[src/rtl/reorder_buffer.sv]
// In-order reorder buffer: allocates behind rename, takes out-of-order completions,
// retires up to two entries per cycle and returns freed physical registers as a one-hot mask.
// Optional statistics counters are built when ROB_STATS_EN is defined.
module reorder_buffer #(
  parameter int DEPTH     = 16,
  parameter int IDX_W     = 4,
  parameter int PREG_NONE = 64
) (
  input  logic             clk,
  input  logic             rst,
  input  logic             alloc_valid,
  input  logic [4:0]       alloc_dr_a,
  input  logic [5:0]       alloc_dr_p,
  input  logic [6:0]       alloc_old_dr,
  output logic             alloc_ready,
  output logic [IDX_W-1:0] alloc_idx,
  input  logic             cmpl_valid,
  input  logic [IDX_W-1:0] cmpl_idx,
  output logic [63:0]      retire_from_ROB,
  output logic [1:0]       retire_cnt,
  output logic [5:0]       retire_dr_p0,
  output logic [5:0]       retire_dr_p1,
  output logic             rob_empty,
  output logic [IDX_W:0]   rob_count
`ifdef ROB_STATS_EN
  ,
  output logic [31:0]      stat_full_cycles,
  output logic [31:0]      stat_retired,
  output logic [31:0]      stat_alloc_stalls
`endif
);

  logic [IDX_W:0]            head_q, head_d, tail_q, tail_d, count;
  logic [DEPTH-1:0]          valid_q, valid_d, done_q, done_d;
  logic [DEPTH-1:0][4:0]     dr_a_q;
  logic [DEPTH-1:0][5:0]     dr_p_q;
  logic [DEPTH-1:0][6:0]     old_dr_q;
  logic [63:0]               mask_q, mask_d;
  logic [1:0]                rcnt_q, rcnt_d;
  logic [5:0]                rdp0_q, rdp0_d, rdp1_q, rdp1_d;
  logic [IDX_W-1:0]          h0, h1;
  logic                      full, do_alloc, ret0, ret1, free0, free1;

  assign count       = tail_q - head_q;
  assign full        = (count == (IDX_W+1)'(DEPTH));
  assign alloc_ready = !full;
  assign alloc_idx   = tail_q[IDX_W-1:0];
  assign rob_count   = count;
  assign rob_empty   = (count == '0);
  assign do_alloc    = alloc_valid && alloc_ready;

  assign h0   = head_q[IDX_W-1:0];
  assign h1   = h0 + 1'b1;
  assign ret0 = valid_q[h0] && done_q[h0];
  assign ret1 = ret0 && valid_q[h1] && done_q[h1];

  // An old_dr at or above 64 (PREG_NONE included) has no free-list bit.
  assign free0 = !old_dr_q[h0][6] && ({25'd0, old_dr_q[h0]} != PREG_NONE);
  assign free1 = !old_dr_q[h1][6] && ({25'd0, old_dr_q[h1]} != PREG_NONE);

  // The architectural destination is held for recovery/debug visibility only.
  logic unused_dr_a;
  assign unused_dr_a = ^dr_a_q;

  always_comb begin
    // NOTE: every always_comb target gets a default first so no path infers a latch.
    valid_d = valid_q;
    done_d  = done_q;
    mask_d  = '0;
    rdp0_d  = '0;
    rdp1_d  = '0;
    rcnt_d  = {ret1, ret0 ^ ret1};

    if (cmpl_valid && valid_q[cmpl_idx]) done_d[cmpl_idx] = 1'b1;
    if (ret0) begin
      valid_d[h0] = 1'b0;
      done_d[h0]  = 1'b0;
      rdp0_d      = dr_p_q[h0];
      if (free0) mask_d[old_dr_q[h0][5:0]] = 1'b1;
    end
    if (ret1) begin
      valid_d[h1] = 1'b0;
      done_d[h1]  = 1'b0;
      rdp1_d      = dr_p_q[h1];
      if (free1) mask_d[old_dr_q[h1][5:0]] = 1'b1;
    end
    // Allocation is applied last so it overrides a same-index completion.
    if (do_alloc) begin
      valid_d[alloc_idx] = 1'b1;
      done_d[alloc_idx]  = 1'b0;
    end

    head_d = head_q + (IDX_W+1)'(rcnt_d);
    tail_d = tail_q + (IDX_W+1)'(do_alloc);
  end

  always_ff @(posedge clk or posedge rst) begin
    // NOTE: sequential state uses non-blocking assignments so all registers update together.
    if (rst) begin
      head_q  <= '0;
      tail_q  <= '0;
      valid_q <= '0;
      done_q  <= '0;
      mask_q  <= '0;
      rcnt_q  <= '0;
      rdp0_q  <= '0;
      rdp1_q  <= '0;
    end else begin
      head_q  <= head_d;
      tail_q  <= tail_d;
      valid_q <= valid_d;
      done_q  <= done_d;
      mask_q  <= mask_d;
      rcnt_q  <= rcnt_d;
      rdp0_q  <= rdp0_d;
      rdp1_q  <= rdp1_d;
    end
  end

  // NOTE: payload storage is not reset; the reset valid bits make stale contents unobservable.
  always_ff @(posedge clk) begin
    if (do_alloc) begin
      dr_a_q[alloc_idx]   <= alloc_dr_a;
      dr_p_q[alloc_idx]   <= alloc_dr_p;
      old_dr_q[alloc_idx] <= alloc_old_dr;
    end
  end

  assign retire_from_ROB = mask_q;
  assign retire_cnt      = rcnt_q;
  assign retire_dr_p0    = rdp0_q;
  assign retire_dr_p1    = rdp1_q;

`ifdef ROB_STATS_EN
  logic [31:0] full_cyc_q, retired_q, stalls_q;

  always_ff @(posedge clk or posedge rst) begin
    if (rst) begin
      full_cyc_q <= '0;
      retired_q  <= '0;
      stalls_q   <= '0;
    end else begin
      if (full && full_cyc_q != '1) full_cyc_q <= full_cyc_q + 32'd1;
      if (alloc_valid && !alloc_ready && stalls_q != '1) stalls_q <= stalls_q + 32'd1;
      if (retired_q > (32'hFFFF_FFFF - {30'd0, rcnt_d})) retired_q <= '1;
      else retired_q <= retired_q + {30'd0, rcnt_d};
    end
  end

  assign stat_full_cycles  = full_cyc_q;
  assign stat_retired      = retired_q;
  assign stat_alloc_stalls = stalls_q;
`endif

endmodule

[config.mk]
export PLATFORM = sky130hd
export DESIGN_NAME = reorder_buffer
export DESIGN_NICKNAME = d
export VERILOG_FILES = /design/src/rtl/reorder_buffer.sv
export SDC_FILE = /design/constraint.sdc
export NUM_CORES = 1
export LEC_CHECK = 0
export BUFFER_PORTS_ARGS = -buffer_cell sky130_fd_sc_hd__buf_2
export CAP_MARGIN = 5
export CELL_PAD_IN_SITES_DETAIL_PLACEMENT = 1
export CELL_PAD_IN_SITES_GLOBAL_PLACEMENT = 1
export CORE_MARGIN = 5
export CORE_UTILIZATION = 55
export CTS_CLUSTER_DIAMETER = 150
export CTS_CLUSTER_SIZE = 30
export DETAILED_ROUTE_END_ITERATION = 16
export PLACE_DENSITY = 0.85
export SETUP_SLACK_MARGIN = 0.1
export SLEW_MARGIN = 20
export SYNTH_ARGS = -nofsm -noshare
export SYNTH_HDL_FRONTEND = slang
export SYNTH_SLANG_ARGS = --single-unit
[constraint.sdc]
create_clock -name clk -period 9.3 [get_ports clk]
set_clock_uncertainty 0.05 [all_clocks]
set_input_delay 1.86 -clock clk [delete_from_list [all_inputs] [get_ports clk]]
set_output_delay 1.86 -clock clk [all_outputs]
set_load 0.02 [all_outputs]
# Word level (Yosys, flattened, before mapping)
# Index checks and enable logic that the tools add are counted.
dict set report totals {
  reg_bits 328
  input_bits 26
  output_inout_bits 89
  wordCells 137
}
dict set report op_classes {
  addsub 4
  n_lt_le_gt_ge 12
  eq_ne 3
  muxes 49
  bitwise 12
  reduce_logical 17
}
# op count
set ops {}
lappend ops {{two-way mux 64 bit} 4}
lappend ops {{bitwise mux 112 bit} 1}
lappend ops {{two-way mux 16 bit} 7}
lappend ops {{bitwise mux 96 bit} 1}
lappend ops {{bitwise AND 16 bit} 5}
lappend ops {{bitwise OR 64 bit} 1}
lappend ops {{binary-select mux 7 bit (select 4 bit)} 2}
lappend ops {{binary-select mux 6 bit (select 4 bit)} 2}
lappend ops {{inverter 16 bit} 3}
lappend ops {{bitwise OR 16 bit} 2}
lappend ops {{two-way mux 6 bit} 5}
lappend ops {{demux 7 bit (select 4 bit)} 1}
lappend ops {{demux 6 bit (select 4 bit)} 1}
lappend ops {{two-way mux 7 bit} 3}
lappend ops {{binary-select mux 1 bit (select 4 bit)} 5}
lappend ops {{less-than comparator 4 x 5 -> 1 bit (second input constant)} 4}
lappend ops {{demux 1 bit (select 4 bit)} 4}
lappend ops {{greater-or-equal comparator 4 x 1 -> 1 bit (second input constant)} 4}
lappend ops {{less-than comparator 6 x 7 -> 1 bit (second input constant)} 2}
lappend ops {{inequality test 7 bit (second input constant)} 2}
lappend ops {{logical AND 1 bit} 13}
lappend ops {{demux 1 bit (select 6 bit)} 2}
lappend ops {{greater-or-equal comparator 6 x 1 -> 1 bit (second input constant)} 2}
lappend ops {{two-way mux 1 bit} 11}
lappend ops {{other kinds (8)} 10}

# Depth between registers and ports, before layout
# Gate-level depths: netlist of the first run.
dict set report depth {
  ltp_word 12
  depth_mapped 17
  mapped_depth_nobuf 14
}

# Worst setup path before layout of the first run
# No wires, ideal clock.
dict set report synth_timing {
  path_type {reg2out}
  from {reg head_q[1]}
  to {out rob_empty}
  arrival_time_ns 3.272
  t_required_ns 7.390
  slack_ns 4.118
  path_stages_with_launch 12
  cell_sequence {dfrtp_1 -> buf_2 -> buf_2 -> buf_2 -> buf_1 -> inv_1 -> ha_1 -> nor2b_1 -> o21ai_0 -> nor3b_1 -> nor2_1 -> nor3_1}
}
dict set report synth_between {
  elab_chain_cells 2
}
# item line_no
set synth_lines {}
lappend synth_lines {{from (decl)} 33} ;# logic [IDX_W:0] head_q, head_d, tail_q, tail_d, count;
lappend synth_lines {{from (signal assigned)} 100} ;# head_q <= '0;
lappend synth_lines {{from (signal assigned)} 109} ;# head_q <= head_d;
lappend synth_lines {{subtractor 5 bit} 44} ;# assign count = tail_q - head_q;
lappend synth_lines {{via rob_count[3]} 24} ;# output logic [IDX_W:0] rob_count
lappend synth_lines {{logical NOT 5 bit} 49} ;# assign rob_empty = (count == '0);
lappend synth_lines {{to (decl)} 23} ;# output logic rob_empty,
# The timed path passes the listed nets, and every way through them passes these cells.

# Final worst setup path of the first run
dict set report layout_timing {
  from {reg head_q[0]}
  to {out alloc_ready}
}
dict set report layout_between {
  elab_chain_cells 3
}
# item line_no
set layout_lines {}
lappend layout_lines {{subtractor 5 bit} 44}
lappend layout_lines {{equality test 5 bit} 45} ;# assign full = (count == (IDX_W+1)'(DEPTH));
lappend layout_lines {{logical NOT 1 bit} 46} ;# assign alloc_ready = !full;
lappend layout_lines {{to (decl)} 15} ;# output logic alloc_ready,
# No other way between the ends.

==> metrics.txt, run 1 <==
most common library cells after synthesis edfxtp_1, mux4_2, dfrtp_1; layout cells sized above 1 0.299; H-tree Lvls 1; antenna-violating nets left 0; Setup TNS 0 ns; Synth Flop Type edfxtp_1; most frequent cell after synthesis edfxtp_1; EDFF count, synth 208; first-pass GRT wire length 64800 microns; initial antenna violation count 2; Max IR drop VDD 0.000167 V; via/cell ratio ~6.9; Mapped Cells 937; Syn Nets 979; TritonCTS clock tree done; library cells used by synthesis 65; crit path to alloc_ready; crit path kind flip-flop to primary output; DRT iter0 DRCs 1095; FF-to-FF setup slack 4.17 ns; layout net count around 1100; Avg Cell Area, Syn approximately 16 sq um; clk root buf clkbuf_16; aggregate global-route resource usage 0.277; setup violators final 0; final hold violation count 0; DRC Markers 0; largest net degree at the start of global routing 68; cts hold-fix bufs 0; sequential share of the synthesized area 0.603; share of the synthesized area in the top cell type 0.408; period utilisation layout 0.629; RePlAce Congestion 0.921; CP max FO 64; Period minus WS final ~5.8 ns; Die Y 177 microns; Port Buffers around 110; PD cells 343 nW/um^2; dpl cells 1384; post-CTS setup buffer count 0; WP data required 7.39 ns; worst skew pair latency 0.52 ns; CTS clock-pin slew for the worst setup and hold paths roughly 0.12 ns; crit start category flip-flop; Core Rows 61; Starting Density 0.555; r2r startpoint head_q[1]; top cells by area, synth edfxtp_1, dfrtp_1, mux4_2; ys async rst share 0.366; crit path DAT between 3 and 4 ns; wire per inst 30.6 microns; Routed WL 43100 microns; synth warn 0; Finished Layout Cells 1407; Worst-Margin Slew 1.04 ns; Mapped Area 15300 sq um; Core ar. 27600 sq um; Rel. slew slack 0.309; number of I/O pins 115; type of the worst min-delay path flip-flop to flip-flop; CTS resizes 0; Worst Setup SP head_q[0]; vias 9753; reg2reg end retire_from_ROB[17]; Leak Pwr 6.23 nW; status complete, no violations; largest area contributor in the netlist edfxtp_1; total grt overflow 0; maxcap violations 0; Synth-to-Final Area Change 8.93%; drt first pass iters 5; post-detail-place hpwl 28100 microns; vias in the first global route 10400; clk buf depth 3; number of diodes 0; cts bufs inserted 14; Max Slew Vio Count 0; clk sink count 328; Synth Register Bits around 330; die width 177 microns; die area 31300 sq um; r2r worst-path depth 9; Worst setup EP type primary output; RSZ-0062 raised after global routing false; achievable frequency roughly 0.17 GHz
==> worst max-delay path, cell delays in order (launching register included) <==
cell      delay [ns]
dfrtp_4         0.54
buf_4           0.42
ha_1            0.37
fa_1            0.49
inv_1           0.05
or3_1           0.38
inv_1           0.06
o2111a_1        0.58
inv_1           0.28
buf_2           0.23
==> flip-flops by register name (all words and copies together), names as in the netlist <==
register	flops
old_dr_q	112
dr_p_q	96
retire_from_ROB	64
done_q	16
valid_q	16
retire_dr_p0	6
retire_dr_p1	6
head_q	5
tail_q	5
retire_cnt	2
==> metrics by stage <==
| step | hold slack [ns] | util | worst slack [ns] | area, sq um | power, mW |
|---|---|---|---|---|---|
| floorplan | 0.414 | - | 4.12 | 15300 | 4.12 |
| global placement | 0.432 | 0.589 | 4.08 | 16300 | 4.81 |
| CTS | 0.455 | 0.604 | 3.41 | 16700 | 5.71 |
| detailed placement | 0.438 | 0.589 | 3.99 | 16300 | 4.96 |
| global route | 0.485 | 0.604 | 3.21 | 16700 | 5.99 |
| finish | 0.451 | 0.604 | 3.45 | 16700 | 5.72 |
==> worst min path at each step <==
stage          slack (ns)   endpoint  startpoint  cells after the start
2_1_floorplan        0.41  tail_q[4]   tail_q[4]                      1
3_3_place_gp         0.43  tail_q[4]   tail_q[4]                      1
3_5_place_dp         0.44  tail_q[4]   tail_q[4]                      1
4_1_cts              0.46  tail_q[4]   tail_q[4]                      1
5_1_grt              0.48  tail_q[4]   tail_q[4]                      1
6_report             0.45  tail_q[4]   tail_q[4]                      1
==> report_power, final <==
part	internal (mW)	total, mW	switching [mW]
logic	1.25	3.02	1.77
registers	1.76	1.96	0.199
clock network	0.312	0.743	0.431
total	3.32	5.72	2.40
==> final cells by class <==
cell class / count / area (sq um)
fillers: 2542 / 10900
flip-flops and latches: 328 / 9260
multi-input cells: 525 / 5750
repair buffers: 133 / 726
well taps: 378 / 473
clock buffers: 23 / 415
inverters: 20 / 77.6
==> placed cells by master (no fill, tap or decap), types with 4 or more instances in the layout <==
cell	netlist	layout
o211ai_1	4	4
a311oi_1	7	7
nor4b_2	0	8
mux4_1	10	10
nor3_1	9	9
o22ai_1	64	64
a21oi_1	6	6
a22o_1	6	6
nor2b_1	12	12
ha_1	14	13
xnor2_1	7	6
nand4_1	6	6
edfxtp_1	208	208
nand3_1	21	21
dfrtp_1	120	118
nor2_1	23	23
o21ai_0	16	16
nand3b_1	4	4
buf_2	18	109
buf_4	11	24
nand2_1	70	70
a22oi_1	6	6
clkbuf_16	0	15
or3b_1	6	6
nand2b_1	7	7
mux4_2	127	127
inv_1	18	17
clkbuf_1	24	7
o2111a_1	5	5
and3_1	14	14
a21o_1	10	10
mux2i_1	6	6
and2_1	6	5
==> layer usage <==
| layer | GRT usage | vias to the layer above | wire (microns) |
|---|---|---|---|
| li1 | - | 3969 | - |
| met1 | 0.367 | 5157 | 16100 |
| met2 | 0.482 | 530 | 21900 |
| met3 | 0.0412 | 93 | 3620 |
| met4 | 0.0822 | 4 | 1400 |
| met5 | 0 | - | 27 |
==> logic make-up (layout without fill, tap and decap cells) <==
family / after synthesis / after routing / synth area share
flops: 328 / 328 / 0.603
simple gates: 203 / 203 / 0.0699
compound gates: 148 / 148 / 0.0677
mux: 146 / 146 / 0.210
buf+inv: 84 / 176 / 0.0273
fa+ha+maj: 16 / 16 / 0.0140
xor+xnor: 12 / 12 / 0.00784
(Power assumes the default switching activity.)
==> run 2, diff against run 1 <==
--- a/config.mk
+++ b/config.mk
@@ -10,11 +10,11 @@
 export CELL_PAD_IN_SITES_DETAIL_PLACEMENT = 1
 export CELL_PAD_IN_SITES_GLOBAL_PLACEMENT = 1
 export CORE_MARGIN = 5
-export CORE_UTILIZATION = 55
+export CORE_UTILIZATION = 51
 export CTS_CLUSTER_DIAMETER = 150
 export CTS_CLUSTER_SIZE = 30
 export DETAILED_ROUTE_END_ITERATION = 16
-export PLACE_DENSITY = 0.85
+export PLACE_DENSITY = 0.79
 export SETUP_SLACK_MARGIN = 0.1
 export SLEW_MARGIN = 20
 export SYNTH_ARGS = -nofsm -noshare
==> constraint.sdc (replaced) <==
create_clock -name clk -period 5.95 [get_ports clk]
set_clock_uncertainty 0.05 [all_clocks]
set_input_delay 1.19 -clock clk [delete_from_list [all_inputs] [get_ports clk]]
set_output_delay 1.19 -clock clk [all_outputs]
set_load 0.02 [all_outputs]
==> metrics.txt, run 2 (synthesis gave the netlist of run 1 again) <==
DRT iter0 DRCs 847 (-23%); crit path DAT 3.62 ns (-0.32 ns); Setup TNS 0 ns (unchanged); CTS clock-pin slew for the worst setup and hold paths 0.12 ns (about the same); antenna-violating nets left 0 (unchanged); TritonCTS clock tree done; maxcap violations 0 (unchanged); DRC Markers 0 (unchanged); Routed WL 41900 microns (-2.8%); FF-to-FF setup slack 1.59 ns (-2.58 ns); layout cells sized above 1 0.303 (+0.00386); dpl cells 1405 (+1.5%); cts hold-fix bufs 0 (unchanged); Tot Pwr 8.95 mW (+56%); CTS resizes 0 (unchanged); RSZ-0062 raised after global routing false; most frequent cells in the layout edfxtp_1, mux4_2, dfrtp_1; final hold violation count 0 (unchanged); source of the worst hold timing path tail_q[4]; first-pass GRT wire length 62700 microns (-3.3%); Comb pwr share 0.527 (about the same); Crit-path slowest cell fa_1; Worst setup EP type primary output; crit path kind flip-flop to primary output; Starting Density 0.517 (-0.0376); die width 183 microns (+3.6%); WP data required 4.71 ns (-2.68 ns); clk sink count 328 (unchanged); Largest register FFs 112 (unchanged); worst skew pair latency 0.52 ns (about the same); wire per inst 29.3 microns (-4.3%); type of the worst min-delay path flip-flop to flip-flop; vias in the first global route 10100 (-2.9%); Max IR drop VDD 0.000293 V (+75%); Worst-Margin Slew 0.980 ns (-0.0564 ns); total grt overflow 0 (unchanged); # fillers 2786 (+9.6%); Die Y 183 microns (+3.6%); Core ar. 29600 sq um (+7.3%); achievable frequency 0.206 GHz; Top reg by flops old_dr_q; fin area 16800 sq um (+0.49%); vias 9491 (-2.7%); Finished Layout Cells 1429 (+1.6%); Rel. slew slack 0.346 (+0.0369); Max Slew Vio Count 0 (unchanged); post-CTS setup buffer count 0 (unchanged); Flop pwr share 0.342 (about the same); hold endpoint tail_q[4]; Pint 5.24 mW (+58%); Leak Pwr 6.27 nW (+0.70%); RePlAce Congestion 0.867 (-5.8%); H-tree Lvls 1 (unchanged); cts bufs inserted 14 (unchanged); Core Rows 63 (+3.3%); net switching power figure 3.71 mW (+54%); crit start category flip-flop; number of I/O pins 115 (unchanged); Top delay family on crit path buffers and inverters; CP max stage delay 0.61 ns (+0.03 ns); Port Buffers 109 (unchanged); CP max FO 37 (-42%); Sw Ratio 0.415 (-0.00499); period utilisation layout 0.816; aggregate global-route resource usage 0.247 (-0.0302); post-detail-place hpwl 27900 microns (-0.75%); drt first pass iters 5 (unchanged); layout net count 1073 (+0.85%); via/cell ratio 6.64 (-4.2%); dpl cell area 16400 sq um (+0.51%); PD cells 533 nW/um^2 (+56%); largest net degree at the start of global routing 62 (-8.8%); r2r startpoint head_q[0]; die area 33600 sq um (+7.4%); Hold WS 0.456 ns (+0.00473 ns); clock network power share 0.131 (about the same); clk root buf clkbuf_16; Levels on crit path 8 (-1); commonest non-fill, non-tap cell in the layout edfxtp_1; most used cell, CP inv_1; CP Cell Sequence buf_4 -> fa_1 -> inv_1 -> or3_1 -> inv_1 -> o2111a_1 -> inv_1 -> buf_2; Synth-to-Final Area Change 9.46%; reg2reg end retire_from_ROB[28]; Period minus WS final 4.86 ns; number of diodes 0 (unchanged); clk buf depth 3 (unchanged); status complete, no violations; initial antenna violation count 2 (unchanged); setup violators final 0 (unchanged); Hold Path Depth 1 (unchanged); r2r worst-path depth 8 (-1); Bufs and invs on worst path 5 (unchanged)
## run 2: cell count changes in the layout (fill, tap and decap cells not counted), sizes merged
cell and change:
clkbuf +1, buf +9
## run 2: cell type report
cell class / instances / area (sq um) / share of cell area
flip-flops and latches: 328 / 9260 / 0.552
multi-input cells: 525 / 5740 / 0.342
repair buffers: 142 / 793 / 0.0473
well taps: 390 / 488 / 0.0291
clock buffers: 24 / 419 / 0.0250
inverters: 20 / 77.6 / 0.00462
## run 2: worst max-delay path by stage
stage                   start          end  slack, ns
floorplan           head_q[1]   dr_p_q[10]       0.88
global placement    head_q[0]    head_q[3]       1.62
detailed placement  head_q[0]    head_q[4]       1.55
CTS                 head_q[1]  alloc_ready       1.04
global route        head_q[1]  alloc_ready       0.90
finish              head_q[1]  alloc_ready       1.09
## run 2: worst reg2reg max path, delay by kind of cell, from the launching register on
family	cells	cell delay [ns]
AOI/OAI and AO/OA	1	0.25
buffers and inverters	1	0.29
muxes	3	1.24
adders and majority gates	1	0.62
and+or+nand+nor	2	1.01
DFF	1	0.80
## run 2: per-stage QoR
step | setup WS [ns] | utilization
floorplan | 0.876 | -
global placement | 1.62 | 0.552
detailed placement | 1.55 | 0.552
CTS | 1.04 | 0.566
global route | 0.896 | 0.566
finish | 1.09 | 0.566
## run 2: layer usage
metal  global-route usage  wire length [microns]  share of wire  vias to the layer above
met2                0.432                  21300           0.51                      404
met5                    0                      7        0.00017                        -
met1                0.326                  16400           0.39                     5013
met3               0.0359                   2950          0.070                       81
li1                     -                      -              -                     3991
met4               0.0682                   1190          0.028                        2
## run 2: power by group through the flow
stage | Clock [mW] | Sequential, mW | Combinational [mW]
global route | 1.28 | 3.10 | 5.01
finish | 1.17 | 3.06 | 4.71
global placement | 0 | 3.08 | 4.53
detailed placement | 0 | 3.11 | 4.69
floorplan | 0 | 2.98 | 3.46
CTS | 1.19 | 3.06 | 4.70
==> run 3, diff against run 2 <==
--- a/config.mk
+++ b/config.mk
@@ -10,11 +10,11 @@
 export CELL_PAD_IN_SITES_DETAIL_PLACEMENT = 1
 export CELL_PAD_IN_SITES_GLOBAL_PLACEMENT = 1
 export CORE_MARGIN = 5
-export CORE_UTILIZATION = 51
+export CORE_UTILIZATION = 47
 export CTS_CLUSTER_DIAMETER = 150
 export CTS_CLUSTER_SIZE = 30
 export DETAILED_ROUTE_END_ITERATION = 16
-export PLACE_DENSITY = 0.79
+export PLACE_DENSITY = 0.77
 export SETUP_SLACK_MARGIN = 0.1
 export SLEW_MARGIN = 20
 export SYNTH_ARGS = -nofsm -noshare
==> constraint.sdc (replaced) <==
create_clock -name clk -period 3.9 [get_ports clk]
set_clock_uncertainty 0.05 [all_clocks]
set_input_delay 0.78 -clock clk [delete_from_list [all_inputs] [get_ports clk]]
set_output_delay 0.78 -clock clk [all_outputs]
set_load 0.02 [all_outputs]
==> metrics.txt, run 3 (synthesis gave the netlist of run 1 again) <==
PD cells 823 nW/um^2 (+54%); Port Buffers 109 (unchanged); DRC Markers 0 (unchanged); Sw Ratio 0.416 (+0.00148); CTS clock-pin slew for the worst setup and hold paths 0.12 ns (about the same); Core ar. 32400 sq um (+9.2%); Post-Place Worst Slack 0.0841 ns (-1.46 ns); wire per inst 28.4 microns (-3.0%); Top reg by flops old_dr_q; achievable frequency 0.269 GHz; status complete, no violations; Core Rows 66 (+4.8%); crit path kind flip-flop to flip-flop; vias 9669 (+1.9%); Routed WL 42800 microns (+2.1%); WP data required 4.25 ns (-0.46 ns); Starting Density 0.473 (-0.0437); cts bufs inserted 14 (unchanged); clk buf depth 3 (unchanged); layout net count 1096 (+2.1%); type of the worst min-delay path input port to async pin; initial antenna violation count 1 (-1); clk sink count 328 (unchanged); Largest register FFs 112 (unchanged); via/cell ratio 6.43 (-3.2%); Flop pwr share 0.324 (-0.018); first-pass GRT wire length 63700 microns (+1.6%); cts hold-fix bufs 0 (unchanged); post-detail-place hpwl 28900 microns (+3.4%); dpl cells 1474 (+4.9%); number of diodes 0 (unchanged); period utilisation layout 0.954; CP max FO 9 (-76%); r2r startpoint head_q[0]; dpl cell area 16700 sq um (+2.0%); crit path DAT 4.07 ns (+0.45 ns); Pint 8.25 mW (+58%); fin area 17200 sq um (+2.4%); most frequent cells in the layout edfxtp_1, mux4_2, dfrtp_1; DRT iter0 DRCs 913 (+7.8%); Worst-Margin Slew 0.907 ns (-0.0731 ns); TritonCTS clock tree done; final hold violation count 0 (unchanged); crit start category flip-flop; Max Slew Vio Count 0 (unchanged); Final Util 0.530 (-0.0356); Worst Setup SP head_q[0]; drt first pass iters 5 (unchanged); die area 36300 sq um (+8.0%); total grt overflow 0 (unchanged); Worst setup EP type flip-flop; Comb pwr share 0.550 (+0.023); Synth-to-Final Area Change 12.0%; H-tree Lvls 1 (unchanged); worst skew pair latency 0.52 ns (about the same); Finished Layout Cells 1504 (+5.2%); number of I/O pins 115 (unchanged); Period minus WS final 3.72 ns; Leak Pwr 6.43 nW (+2.5%); antenna-violating nets left 0 (unchanged); setup violators final 0 (unchanged); Hold WS 0.358 ns (-0.0980 ns); aggregate global-route resource usage 0.233 (-0.0140); RePlAce Congestion 0.894 (+3.1%); Tot Pwr 14.1 mW (+58%); maxcap violations 0 (unchanged); crit path setup slack, layout 0.179 ns (-0.913 ns); clk root buf clkbuf_16; vias in the first global route 9983 (-0.79%); net switching power figure 5.88 mW (+58%); Setup TNS 0 ns (unchanged); commonest non-fill, non-tap cell in the layout edfxtp_1; clock network power share 0.126 (-0.005); Rel. slew slack 0.395 (+0.0488); RSZ-0062 raised after global routing false; largest net degree at the start of global routing 87 (+40%); Die Y 191 microns (+3.9%); layout cells sized above 1 0.320 (+0.0170); Max IR drop VDD 0.000490 V (+67%); die width 191 microns (+3.9%)
==> run 3: area by class of cell <==
type	instances	area, sq um
fillers	3094	15200
flip-flops and latches	328	9260
multi-input cells	525	5840
repair buffers	165	1020
well taps	442	553
clock buffers	24	419
inverters	20	78.8
==> run 3: path summary, 6_finish.rpt <==
kind / endpoint / slack, ns / depth (start not counted)
max: retire_from_ROB[20] / 0.18 / 8
min in group clk: tail_q[4] / 0.47 / 1
max reg2reg: retire_from_ROB[20] / 0.18 / 8
min reg2reg: tail_q[4] / 0.47 / 1
min: valid_q[5] / 0.36 / 2
max in group asynchronous: retire_from_ROB[20] / 2.53 / 3
==> run 3: layer usage <==
metal,GRT usage,share of wire,up-vias
met5,0,0.00016,-
met4,0.0525,0.024,2
met3,0.0331,0.068,60
met2,0.395,0.50,432
met1,0.324,0.41,5137
li1,-,-,4038
==> run 3: timing repair <==
item	4_1_cts	5_1_grt
setup endpoints to repair	3	12
hold endpoints to repair	0	0
buffers inserted	5	1
gates resized for setup	1	4
pin swaps	1	1
==> run 3: critical path, cell delays in order (launching register included) <==
cell	delay, ns
dfrtp_4	0.49
inv_1	0.15
ha_4	0.43
buf_12	0.15
mux4_1	0.57
mux4_2	0.57
or3b_1	0.44
or3b_1	0.49
o22ai_1	0.27
==> run 3: power groups by stage <==
stage	Combinational, mW	Sequential [mW]	Clock (mW)
after CTS	7.72	4.57	1.83
after floorplan	5.37	4.55	0
after detailed placement	7.57	4.64	0
final	7.76	4.58	1.78
after global placement	7.32	4.60	0
after global routing	8.22	4.63	1.96
